File: src/rtl/serial_subtractor.sv
// serial_subtractor: bit-serial unsigned subtractor, diff = a - b, LSB first.
// One full-subtractor cell handles one bit pair per cycle. Its borrow output
// is registered and fed back into the next bit. A start/done handshake
// wraps the datapath.
module serial_subtractor #(
    parameter int WIDTH = 8
) (
    input  logic             clk,
    input  logic             rst,
    input  logic             start,
    input  logic [WIDTH-1:0] a,
    input  logic [WIDTH-1:0] b,
    output logic             busy,
    output logic             done,
    output logic [WIDTH-1:0] diff,
    output logic             borrow_out
);

    // The counter runs 0..WIDTH-1, so clog2(WIDTH) bits always suffice.
    localparam int            CW   = (WIDTH > 1) ? $clog2(WIDTH) : 1;
    localparam logic [CW-1:0] LAST = CW'(WIDTH - 1);

    typedef enum logic [1:0] {
        IDLE,
        RUN,
        DONE
    } state_t;

    state_t           state;
    state_t           state_nx;
    logic [WIDTH-1:0] sa;     // minuend shift register
    logic [WIDTH-1:0] sb;     // subtrahend shift register
    logic [WIDTH-1:0] sr;     // result shift register, filled from the MSB end
    logic             br;     // registered borrow from the previous bit
    logic [CW-1:0]    count;  // index of the bit being processed
    logic             d;
    logic             bo;

    // Full-subtractor cell: current LSB pair plus the registered borrow.
    always_comb begin
        d  = sa[0] ^ sb[0] ^ br;
        bo = (~sa[0] & sb[0]) | (~(sa[0] ^ sb[0]) & br);
    end

    // Next-state and handshake outputs.
    always_comb begin
        // NOTE: every output gets a default first, so no path can infer a latch.
        state_nx = state;
        busy     = 1'b0;
        done     = 1'b0;
        case (state)
            IDLE: begin
                if (start) begin
                    state_nx = RUN;
                end
            end
            RUN: begin
                busy = 1'b1;
                if (count == LAST) begin
                    state_nx = DONE;
                end
            end
            DONE: begin
                busy     = 1'b1;
                done     = 1'b1;
                state_nx = IDLE;
            end
            default: state_nx = IDLE;
        endcase
    end

    // State register with synchronous reset.
    always_ff @(posedge clk) begin
        // NOTE: flops use non-blocking assignments, so every register samples pre-edge values.
        if (rst) begin
            state <= IDLE;
        end else begin
            state <= state_nx;
        end
    end

    // Datapath: capture the operands on start, shift one bit per RUN cycle, publish the result at completion.
    always_ff @(posedge clk) begin
        if (rst) begin
            sa         <= '0;
            sb         <= '0;
            sr         <= '0;
            br         <= 1'b0;
            count      <= '0;
            diff       <= '0;
            borrow_out <= 1'b0;
        end else begin
            case (state)
                IDLE: begin
                    if (start) begin
                        sa    <= a;
                        sb    <= b;
                        sr    <= '0;
                        br    <= 1'b0;
                        count <= '0;
                    end
                end
                RUN: begin
                    sa    <= sa >> 1;
                    sb    <= sb >> 1;
                    sr    <= {d, sr[WIDTH-1:1]};
                    br    <= bo;
                    count <= count + CW'(1);
                    // The last bit goes straight into diff, so diff never shows a partial result.
                    if (count == LAST) begin
                        diff       <= {d, sr[WIDTH-1:1]};
                        borrow_out <= bo;
                    end
                end
                default: ;
            endcase
        end
    end

endmodule

File: config.mk
export PLATFORM = sky130hd
export DESIGN_NAME = serial_subtractor
export DESIGN_NICKNAME = d
export VERILOG_FILES = /design/src/rtl/serial_subtractor.sv
export SDC_FILE = /design/constraint.sdc
export NUM_CORES = 1
export LEC_CHECK = 0
export BUFFER_PORTS_ARGS = -buffer_cell sky130_fd_sc_hd__buf_2
export CORE_MARGIN = 5
export CORE_UTILIZATION = 41
export DETAILED_ROUTE_END_ITERATION = 10
export PLACE_DENSITY_LB_ADDON = 0.15
export SLEW_MARGIN = 10
export SYNTH_ARGS = -nofsm -noshare
export SYNTH_HDL_FRONTEND = slang
export SYNTH_SLANG_ARGS = --single-unit
File: constraint.sdc
create_clock -name clk -period 2.59 [get_ports clk]
set_clock_uncertainty 0.2 [all_clocks]
set_input_delay 0.259 -clock clk [delete_from_list [all_inputs] [get_ports clk]]
set_output_delay 0.259 -clock clk [all_outputs]
set_load 0.005 [all_outputs]
---- Word level (Yosys, flattened, before mapping) ----
Cells that the tools add are included.
word-level totals
  bits in registers ....................... 39
  latch bits .............................. 0
  memory bits (writable) .................. 0
  ROM bits ................................ 0
  memories ................................ 0
cells by class
  $add $sub $neg .......................... 1
  multiply operators ...................... 0
  div/mod/pow operators ................... 0
  magnitude comparators ................... 0
  eq/ne operators ......................... 5
  shift-type cells ........................ 0
  mux-type cells .......................... 15
  bitwise gates (word level) .............. 7
  reductions and logical operators ........ 6
operator list
  operator             count
  $pmux 8 s2           3
  $mux 8               3
  $pmux 3 s2           1
  $reduce_and 2->1     3
  $mux 2               2
  $ne 2x2->1 const B   2
  $pmux 2 s2           1
  $add 3x1->3 const B  1
  $eq 3x3->1 const B   1
  $mux 1               3
  $mux 3               1
  $and 1x1->1          2
  $eq 2x1->1 const B   1
  $eq 2x2->1 const B   1
  $logic_not 2->1      1
  $not 1->1            2
  $pmux 1 s2           1
  $reduce_bool 2->1    1
  $reduce_or 2->1      1
  $xor 1x1->1          2
  $or 1x1->1           1

---- Depth between registers and ports, before layout ----
Gate-level depths: netlist of the first run.
  depth in word-level cells ............... 5
  depth in mapped cells ................... 7

---- Least setup slack after synthesis of the first run ----
No wires, ideal clock.
  path type ............................... register to register
  from .................................... reg state[1]
  to ...................................... reg sa[0]
  setup time .............................. 142 ps
  arrival ................................. 1,263 ps
  setup slack ............................. 985 ps
  stages on the path, launching flop included .. 8
  cells stage by stage .................... dfxtp_1 inv_1 ha_1 buf_6 mux2_4 buf_12 nor2_2 a211oi_2
between the ends
  cells in the longest elaborated chain, start to end .. 3
  elaborated cells on any way between the ends .. 6
  classes of those cells .................. eq/ne (2); mux (1); reduce/logical (3)
RTL lines
  element                                                    RTL line  source
  start, declared                                            29        state_t state;
  start signal, assigned                                     78        state <= state_nx;
  $eq 2x1->1 or $logic_not 2->1 (tied branches)              93        case (state)
  $reduce_bool 2->1 (no line) or $ne 2x2->1 (tied branches)  n/a
  $reduce_and 2->1 (no line)                                 n/a
  end signal, assigned                                       104       sa <= sa >> 1;
  end, declared                                              31        logic [WIDTH-1:0] sa;
Parallel ways exist; a longest one is shown, timed or not.
A chain may end at the register's enable or synchronous reset.

---- Worst setup path after layout of the first run ----
  from .................................... reg state[0]
  to ...................................... reg sb[4]
between the ends
  cells in the longest elaborated chain, start to end .. 3
  elaborated cells on any way between the ends .. 6
  classes of those cells .................. eq/ne (2); mux (1); reduce/logical (3)
RTL lines
  element                                                    RTL line  source
  $eq 2x1->1 or $logic_not 2->1 (tied branches)              93
  $reduce_bool 2->1 (no line) or $ne 2x2->1 (tied branches)  n/a
  $reduce_and 2->1 (no line)                                 n/a
  end signal, assigned                                       105       sb <= sb >> 1;
  end, declared                                              32        logic [WIDTH-1:0] sb;
Parallel ways exist; a longest one is shown, timed or not.

==> out/results.txt, run 1 <==
status = finished, final reports clean
sequential fraction of the synthesis area = 0.4291
Main synth FF type = dfxtp_1
gr usage total = 0.1361
Post-CTS Setup Bufs = 0
Synth cell types = 26
DRT Wirelength = 3495 um
Post-Syn Area per Cell = 10.02 um2
HP Class = primary input to flip-flop
Core Area = 4264 um2
pin count of the biggest net entering global routing = 39
Yosys top cell by area = dfxtp_1
initial DRC count = 65
max-cap violations = 0
slowest CP cell = mux2_4
top-area cell type share of the netlist area = 0.4291
Synth Warn # = 0
total grt overflow = 0
CTS buffer count = 5
H-tree depth = 2
share of cells above drive strength 1 = 0.3317
Fin. Hold Viols = 0
DRC Markers = 0
Detail Placement HPWL = 2368 um
Rows = 24
Final ANT Viol Nets = 0
placer congestion estimate = 0.7964
# IOs = 30
DR vias = 1,311
area grow syn2layout = 11.22%
CP max stage delay = 530 ps
FMAX = 0.5536 GHz
Sink Count = 38
DIE AREA = 5740 um2
min Tclk post-route = 1806 ps
first-pass GRT wire length = 5961 um
drt pass-1 iters = 4
nature of the critical path endpoint = flip-flop
most common cell in the synthesized netlist = dfxtp_1
Async S/R FF share, synth = 0
RSZ-0062 raised after global routing = no
initial antenna violation count = 0
synth cell count leaders = dfxtp_1 (38), nand2_1 (23), mux2i_1 (15)
Die X = 75.76 um
Nets = 227
Buffers on Ports = 29
Post-Syn Nets = 202
Finish-stage setup viols = 0
CTS Root Cell = clkbuf_8
Buffers & Inverters on Critical Path = 1
cell area after synthesis = 1773 um2
EDFF count, synth = 0
Yosys reg bits = 38
final setup TNS = 0 ps
count of pins over their slew limit = 0
cells after synthesis = 177
CTS tree = built
critical path class = flip-flop to flip-flop
worst slew pin tran = 807.3 ps
fin crit share = 0.6974
Final Power = 1.230 mW
ant diodes = 0
Leak = 0.7579 nW
via count of the first global-routing pass = 1,333
post-DR vias/cell = 5.161
Synth area leaders = dfxtp_1 (43%), a211oi_2 (9.9%), mux2i_1 (8.5%)
Crit path max-delay family = multiplexers
Worst IR Drop VDD = 0.0003020 V
CP required = 2590 ps
Worst-path clk slew = 70 ps
Slew headroom = 0.4618
Critical Path AT = 1810 ps
Clock Latency Late Sink = 280 ps
Worst setup SP type = flip-flop
critical path peak fanout = 30
post-cts sizing count = 0
Die Y = 75.76 um
Initial Utilization = 0.4158
clock tree buffer depth = 2
drt wl/cell = 13.76 um
CP Cell Sequence = inv_1, ha_1, mux2_4, nor2_2, a211oi_2
PD cells = 623.5 nW/um2
CTS hold repair buffers = 0
==> final timing paths <==
path                                 to  cells after the start  slack, ps  startpoint
worst max-delay path              sb[4]                      5        780    state[0]
worst min-delay path              sa[7]                      3         40        a[7]
worst max register to register    sb[4]                      5        780    state[0]
worst min register to register  diff[0]                      2        250     diff[0]
==> state kept, by name, indices dropped and copies added, names as in the netlist <==
name,cells
state,2
diff,8
count,3
sb,8
sa,8
br,1
sr,7
borrow_out,1
==> power breakdown <==
part / switching (mW) / leakage, nW / internal, mW
Sequential: 0.0228 / 0.310 / 0.618
Combinational: 0.123 / 0.409 / 0.0912
Clock: 0.190 / 0.0383 / 0.185
==> placed cells by master, fill, tap and decap left out <==
master    instances
nand2b_1          2
nor2b_1           1
ha_1              5
mux2_4            1
buf_4             3
nor2_1           10
mux2i_1          15
a31oi_1           1
a211oi_2         14
fa_1              1
inv_1             5
and2_1            1
buf_2            29
nor2_2           14
dfxtp_1          38
a211oi_1          2
clkbuf_1          2
a32oi_1           9
nand3b_1          4
clkbuf_8          5
mux2_2            1
a21oi_1          14
nor3_1            1
o211ai_1          1
nand2_1          23
==> cell families (layout without fill, tap and decap cells) <==
family | Yosys count | after routing | share of synthesized area
and+or+nand+nor | 56 | 56 | 0.1531
AOI/OAI and AO/OA | 41 | 41 | 0.1990
DFF | 38 | 38 | 0.4291
buffers and inverters | 19 | 44 | 0.07269
muxes | 17 | 17 | 0.09950
adders and majority gates | 6 | 6 | 0.04658
==> layout make-up <==
cell class              instances  area, um2
inverters                       5      18.77
multi-input cells             120      883.3
repair buffers                 32      167.7
fillers                       421       2292
well taps                      52      65.06
flip-flops and latches         38      760.7
clock buffers                   7      76.32
==> metal layers <==
layer / global-route usage / vias up / routed length [um]
met2: 0.2215 / 22 / 1741
met3: 0.04617 / 2 / 153
li1: - / 667 / -
met4: 0.05243 / 0 / 19
met1: 0.1651 / 620 / 1581
met5: 0 / - / 0
==> through the flow <==
stage	worst slack (ps)	hold slack, ps	utilization	area (um2)	std cells
3_3_place_gp	825.6	245.4	0.4445	1896	247
3_5_place_dp	792.7	243.5	0.4445	1896	247
6_report	783.7	39.39	0.4624	1972	254
2_1_floorplan	985.2	223.2	-	1773	177
4_1_cts	775.1	31.40	0.4624	1972	254
5_1_grt	658.2	53.15	0.4624	1972	254
==> worst register-to-register path, stage by stage, from the launching register on <==
cell      delay (ps)
dfxtp_1          360
inv_1             80
ha_1             270
mux2_4           530
nor2_2            80
a211oi_2         200
(Power assumes the default switching activity.)
==> run 2, diff against run 1 <==
Clock period 2.59 ns to 1.5 ns, I/O delays scaled along.
==> out/results.txt, run 2 (same netlist as run 1, synthesis figures left out) <==
status = complete, but fails checks (was finished, final reports clean)
failing checks = setup timing
Die X = 75.76 um (unchanged)
DRT Wirelength = 3472 um (was 3495 um)
critical path class = flip-flop to flip-flop (unchanged)
Clock Latency Late Sink = 280 ps (about the same)
CTS tree = built (unchanged)
final setup TNS = -541.3 ps (was 0 ps)
Detail Placement HPWL = 2361 um (was 2368 um)
Buffers & Inverters on Critical Path = 2 (was 1)
pin count of the biggest net entering global routing = 39 (unchanged)
CP max stage delay = 380 ps (was 530 ps)
post-layout instance area = 2307 um2 (was 1972 um2)
worst slew pin tran = 178.9 ps (was 807.3 ps)
Buffers on Ports = 29 (unchanged)
max-cap violations = 0 (unchanged)
Filler Cells Inserted = 387 (was 421)
critical path peak fanout = 17 (was 30)
commonest non-fill, non-tap cell in the layout = dfxtp_1 (unchanged)
gr usage total = 0.1299 (was 0.1361)
CP Cell Sequence = inv_4, ha_4, mux2_4, buf_12, nand3b_1, a21oi_1 (was inv_1, ha_1, mux2_4, nor2_2, a211oi_2)
Worst-path clk slew = 70 ps (about the same)
nature of the critical path endpoint = flip-flop (unchanged)
via count of the first global-routing pass = 1,337 (was 1,333)
Fin. Hold Viols = 0 (unchanged)
CP required = 1470 ps (was 2590 ps)
Final Power = 2.329 mW (was 1.230 mW)
Crit path max-delay family = flip-flops (was multiplexers)
CTS buffer count = 5 (unchanged)
Sink Count = 38 (unchanged)
min Tclk post-route = 1553 ps (was 1806 ps)
placer congestion estimate = 0.7424 (was 0.7964)
Finish-stage setup viols = 15 (was 0)
DR vias = 1,345 (was 1,311)
Worst setup SP type = flip-flop (unchanged)
RSZ-0062 raised after global routing = yes (was no)
largest registers = diff x8, sa x8, sb x8 (unchanged)
post-DR vias/cell = 4.963 (was 5.161)
share of cells above drive strength 1 = 0.4658 (was 0.3317)
FMAX = 0.6439 GHz (was 0.5536 GHz)
Critical Path AT = 1520 ps (was 1810 ps)
ant diodes = 0 (unchanged)
DIE AREA = 5740 um2 (unchanged)
Die Y = 75.76 um (unchanged)
total grt overflow = 0 (unchanged)
Initial Utilization = 0.4158 (unchanged)
first-pass GRT wire length = 5789 um (was 5961 um)
Setup WS post-layout = -53.02 ps (was 783.7 ps)
HP Class = primary input to flip-flop (unchanged)
Core Area = 4264 um2 (unchanged)
DRC Markers = 0 (unchanged)
Leak = 0.8888 nW (was 0.7579 nW)
Worst IR Drop VDD = 0.0004978 V (was 0.0003020 V)
CTS Root Cell = clkbuf_8 (unchanged)
most frequent cells in the layout = dfxtp_1 (33), buf_2 (29), nand2_1 (22), mux2i_1 (15) (was dfxtp_1 (38), buf_2 (29), nand2_1 (23), mux2i_1 (15))
PD cells = 1010 nW/um2 (was 623.5 nW/um2)
drt pass-1 iters = 4 (unchanged)
end-of-flow core utilization = 0.5411 (was 0.4624)
# IOs = 30 (unchanged)
fin crit share = 1.035 (was 0.6974)
H-tree depth = 2 (unchanged)
Rows = 24 (unchanged)
area grow syn2layout = 30.13% (was 11.22%)
drt wl/cell = 12.81 um (was 13.76 um)
initial DRC count = 57 (was 65)
Nets = 243 (was 227)
Slew headroom = 0.8773 (was 0.4618)
clock tree buffer depth = 2 (unchanged)
slowest CP cell = dfxtp_4 (was mux2_4)
initial antenna violation count = 0 (unchanged)
hold slack = 24.16 ps (was 39.39 ps)
Final ANT Viol Nets = 0 (unchanged)
Placed Area = 2081 um2 (was 1896 um2)
count of pins over their slew limit = 0 (unchanged)
## run 2: changes by cell type in the layout (fill, tap and decap cells not counted), sizes merged
cell         previous run  this run
dlygate4sd3             0         2
clkinv                  0         1
clkbuf                  7         6
buf                    32        46
clkinvlp                0         1
## run 2: power breakdown
| part | switching (mW) | total, mW | internal (mW) |
|---|---|---|---|
| Combinational | 0.239 | 0.492 | 0.252 |
| Clock | 0.352 | 0.721 | 0.369 |
| Sequential | 0.0497 | 1.12 | 1.07 |
| Total | 0.641 | 2.33 | 1.69 |
## run 2: what timing repair did
item / CTS / global route
setup buffers: 0 / 3
resized for setup: 9 / 13
endpoints found under the setup margin: 35 / 36
hold buffers: 2 / 0
endpoints found under the hold margin: 2 / 0
pin swaps: 3 / 4
## run 2: final timing paths
path	from	endpoint	slack, ps	depth (start not counted)
max	state[0]	sb[7]	-50	6
min	start	br	20	3
max reg2reg	state[0]	sb[7]	-50	6
min reg2reg	diff[0]	diff[0]	260	2
## run 2: tightest hold or removal path: stages
cell and delay [ps]:
buf_2 150, nand3b_1 90, a31oi_1 60
## run 2: through the flow
stage,setup slack (ps),instances
after floorplan,-50.27,177
after global placement,-70.15,258
after CTS,-56.43,268
final,-53.02,271
after detailed placement,-93.55,258
after global routing,-105.8,271
## run 2: layer usage
layer  vias to the layer above  track usage  wire [um]
met4                         0      0.04660         40
met1                       612       0.1581       1594
met2                        25       0.2205       1668
met3                         5      0.03298        168
met5                         -            0          0
li1                        703            -          -
## run 2: cell type report
cell class	count	area, um2	area share
clock buffer	6	82.58	0.03579
timing repair buffer	48	357.8	0.1551
inverter	5	23.77	0.01030
clock inverter	2	12.51	0.005423
multi-input combinational	120	996.0	0.4317
sequential	38	769.5	0.3335
tap	52	65.06	0.02820
==> run 3, diff against run 2 <==
Settings changed: CORE_ASPECT_RATIO set to 1.1.
==> out/results.txt, run 3 (same netlist as run 1, synthesis figures left out) <==
most frequent cells in the layout = dfxtp_1 (35), buf_2 (28), nand2_1 (22), mux2i_1 (15) (was dfxtp_1 (33), buf_2 (29), nand2_1 (22), mux2i_1 (15))
Worst setup SP type = flip-flop (unchanged)
final setup TNS = -934.7 ps (was -541.3 ps)
DRC Markers = 0 (unchanged)
H-tree depth = 2 (unchanged)
Buffers on Ports = 29 (unchanged)
Setup WS post-layout = -73.30 ps (was -53.02 ps)
Filler Cells Inserted = 402 (was 387)
Die X = 72.70 um (was 75.76 um)
slowest CP cell = dfxtp_4 (unchanged)
initial DRC count = 83 (was 57)
fin cells = 272 (was 271)
ant diodes = 0 (unchanged)
Critical Path AT = 1550 ps (was 1520 ps)
Final ANT Viol Nets = 0 (unchanged)
critical path peak fanout = 6 (was 17)
post-placement setup slack = -100.6 ps (was -93.55 ps)
RSZ-0062 raised after global routing = yes (unchanged)
DIE AREA = 5741 um2 (was 5740 um2)
CP max stage delay = 380 ps (about the same)
net switching power = 648.6 uW (was 640.8 uW)
min Tclk post-route = 1573 ps (was 1553 ps)
post-DR vias/cell = 5.158 (was 4.963)
DR vias = 1,403 (was 1,345)
Worst-path clk slew = 70 ps (about the same)
fin crit share = 1.049 (was 1.035)
drt wl/cell = 13.96 um (was 12.81 um)
Core Area = 4254 um2 (was 4264 um2)
CTS Root Cell = clkbuf_8 (unchanged)
via count of the first global-routing pass = 1,456 (was 1,337)
Finish-stage setup viols = 25 (was 15)
Die Y = 78.97 um (was 75.76 um)
failing checks = setup timing (unchanged)
combinational power share = 0.229 (was 0.211)
placer congestion estimate = 0.7496 (was 0.7424)
Rows = 25 (was 24)
Flop pwr share = 0.490 (was 0.479)
Slew headroom = 0.8562 (was 0.8773)
first-pass GRT wire length = 6403 um (was 5789 um)
CP required = 1470 ps (about the same)
Clock Latency Late Sink = 280 ps (about the same)
Worst IR Drop VDD = 0.0005638 V (was 0.0004978 V)
Detail Placement HPWL = 2608 um (was 2361 um)
CP Cell Sequence = inv_4, ha_4, mux2_4, clkbuf_16, nor2_4, a211oi_2 (was inv_4, ha_4, mux2_4, buf_12, nand3b_1, a21oi_1)
drt pass-1 iters = 4 (unchanged)
PD cells = 982.2 nW/um2 (was 1010 nW/um2)
Initial Utilization = 0.4168 (was 0.4158)
gr usage total = 0.1433 (was 0.1299)
total grt overflow = 0 (unchanged)
clock tree buffer depth = 2 (unchanged)
multi-input gate area in the final layout = 1026 um2 (was 996.0 um2)
CTS tree = built (unchanged)
Sink Count = 38 (unchanged)
FMAX = 0.6356 GHz (was 0.6439 GHz)
register area = 767.0 um2 (was 769.5 um2)
Pint = 1.647 mW (was 1.689 mW)
dpl cells = 261 (was 258)
initial antenna violation count = 0 (unchanged)
Clock power frac = 0.281 (was 0.310)
share of cells above drive strength 1 = 0.4541 (was 0.4658)
count of pins over their slew limit = 0 (unchanged)
worst slew pin tran = 209.7 ps (was 178.9 ps)
largest registers = diff x8, sa x8, sb x8 (unchanged)
critical path class = flip-flop to flip-flop (unchanged)
CTS buffer count = 5 (unchanged)
# IOs = 30 (unchanged)
max-cap violations = 0 (unchanged)
commonest non-fill, non-tap cell in the layout = dfxtp_1 (unchanged)
Final Power = 2.296 mW (was 2.329 mW)
Switching Share = 0.2825 (was 0.2751)
HP Class = primary input to flip-flop (unchanged)
pin count of the biggest net entering global routing = 39 (unchanged)
hold slack = 25.10 ps (was 24.16 ps)
Nets = 243 (unchanged)
Fin. Hold Viols = 0 (unchanged)
status = complete, but fails checks (unchanged)
area grow syn2layout = 31.83% (was 30.13%)
DRT Wirelength = 3798 um (was 3472 um)
Leak = 0.9008 nW (was 0.8888 nW)
nature of the critical path endpoint = flip-flop (unchanged)
-- run 3: changes by cell type in the layout (fill, tap and decap cells not counted), moves of 2 or more --
| cell | previous run | this run |
|---|---|---|
| dfxtp_1 | 33 | 35 |
| nor2_2 | 7 | 1 |
| nor2_4 | 7 | 13 |
| dfxtp_2 | 4 | 2 |
-- run 3: area by class of cell --
type	instances	area share
multi-input combinational	120	0.4390
sequential	38	0.3282
timing repair buffer	48	0.1611
clock buffer	5	0.02944
tap	54	0.02891
inverter	5	0.009101
clock inverter	2	0.004283
-- run 3: worst max-delay path: cells and delay by family, from the launching register on --
kind            cells  cell delay (ps)
flops               1              380
mux                 1              360
fa+ha+maj           1              150
buf+inv             2              230
simple gates        1              110
compound gates      1               40
-- run 3: power by group through the flow --
| stage | clock network (mW) | logic (mW) | registers, mW |
|---|---|---|---|
| after global placement | 0 | 0.444 | 1.14 |
| after CTS | 0.680 | 0.484 | 1.12 |
| final | 0.646 | 0.526 | 1.12 |
| after floorplan | 0 | 0.354 | 1.13 |
| after global routing | 0.726 | 0.574 | 1.13 |
| after detailed placement | 0 | 0.458 | 1.14 |
-- run 3: path summary, 6_finish.rpt --
check / startpoint / endpoint / slack (ps) / cells after the start
worst max-delay path: state[0] / sa[3] / -70 / 6
worst min-delay path: b[0] / sb[0] / 30 / 3
worst max register to register: state[0] / sa[3] / -70 / 6
worst min register to register: sa[7] / sa[7] / 260 / 2
-- run 3: what timing repair did --
action,CTS,global route
gates cloned,0,1
hold buffers,2,0
pin swaps,0,6
gates resized for setup,13,16
hold endpoints to repair,2,0
endpoints found under the setup margin,36,38
buffers inserted,0,1
-- run 3: metal layers --
metal / part of all wire / global-route usage / up-vias / wire [um]
met3: 0.049 / 0.04937 / 4 / 185
met4: 0.0076 / 0.03875 / 0 / 29
met2: 0.53 / 0.2491 / 28 / 2003
met5: 0 / 0 / - / 0
met1: 0.42 / 0.1650 / 671 / 1579
li1: - / - / 700 / -
-- run 3: metrics by stage --
stage               utilization  area, um2
finish                   0.5494       2337
global route             0.5494       2337
floorplan                     -       1826
global placement         0.4885       2078
CTS                      0.5229       2225
detailed placement       0.4885       2078
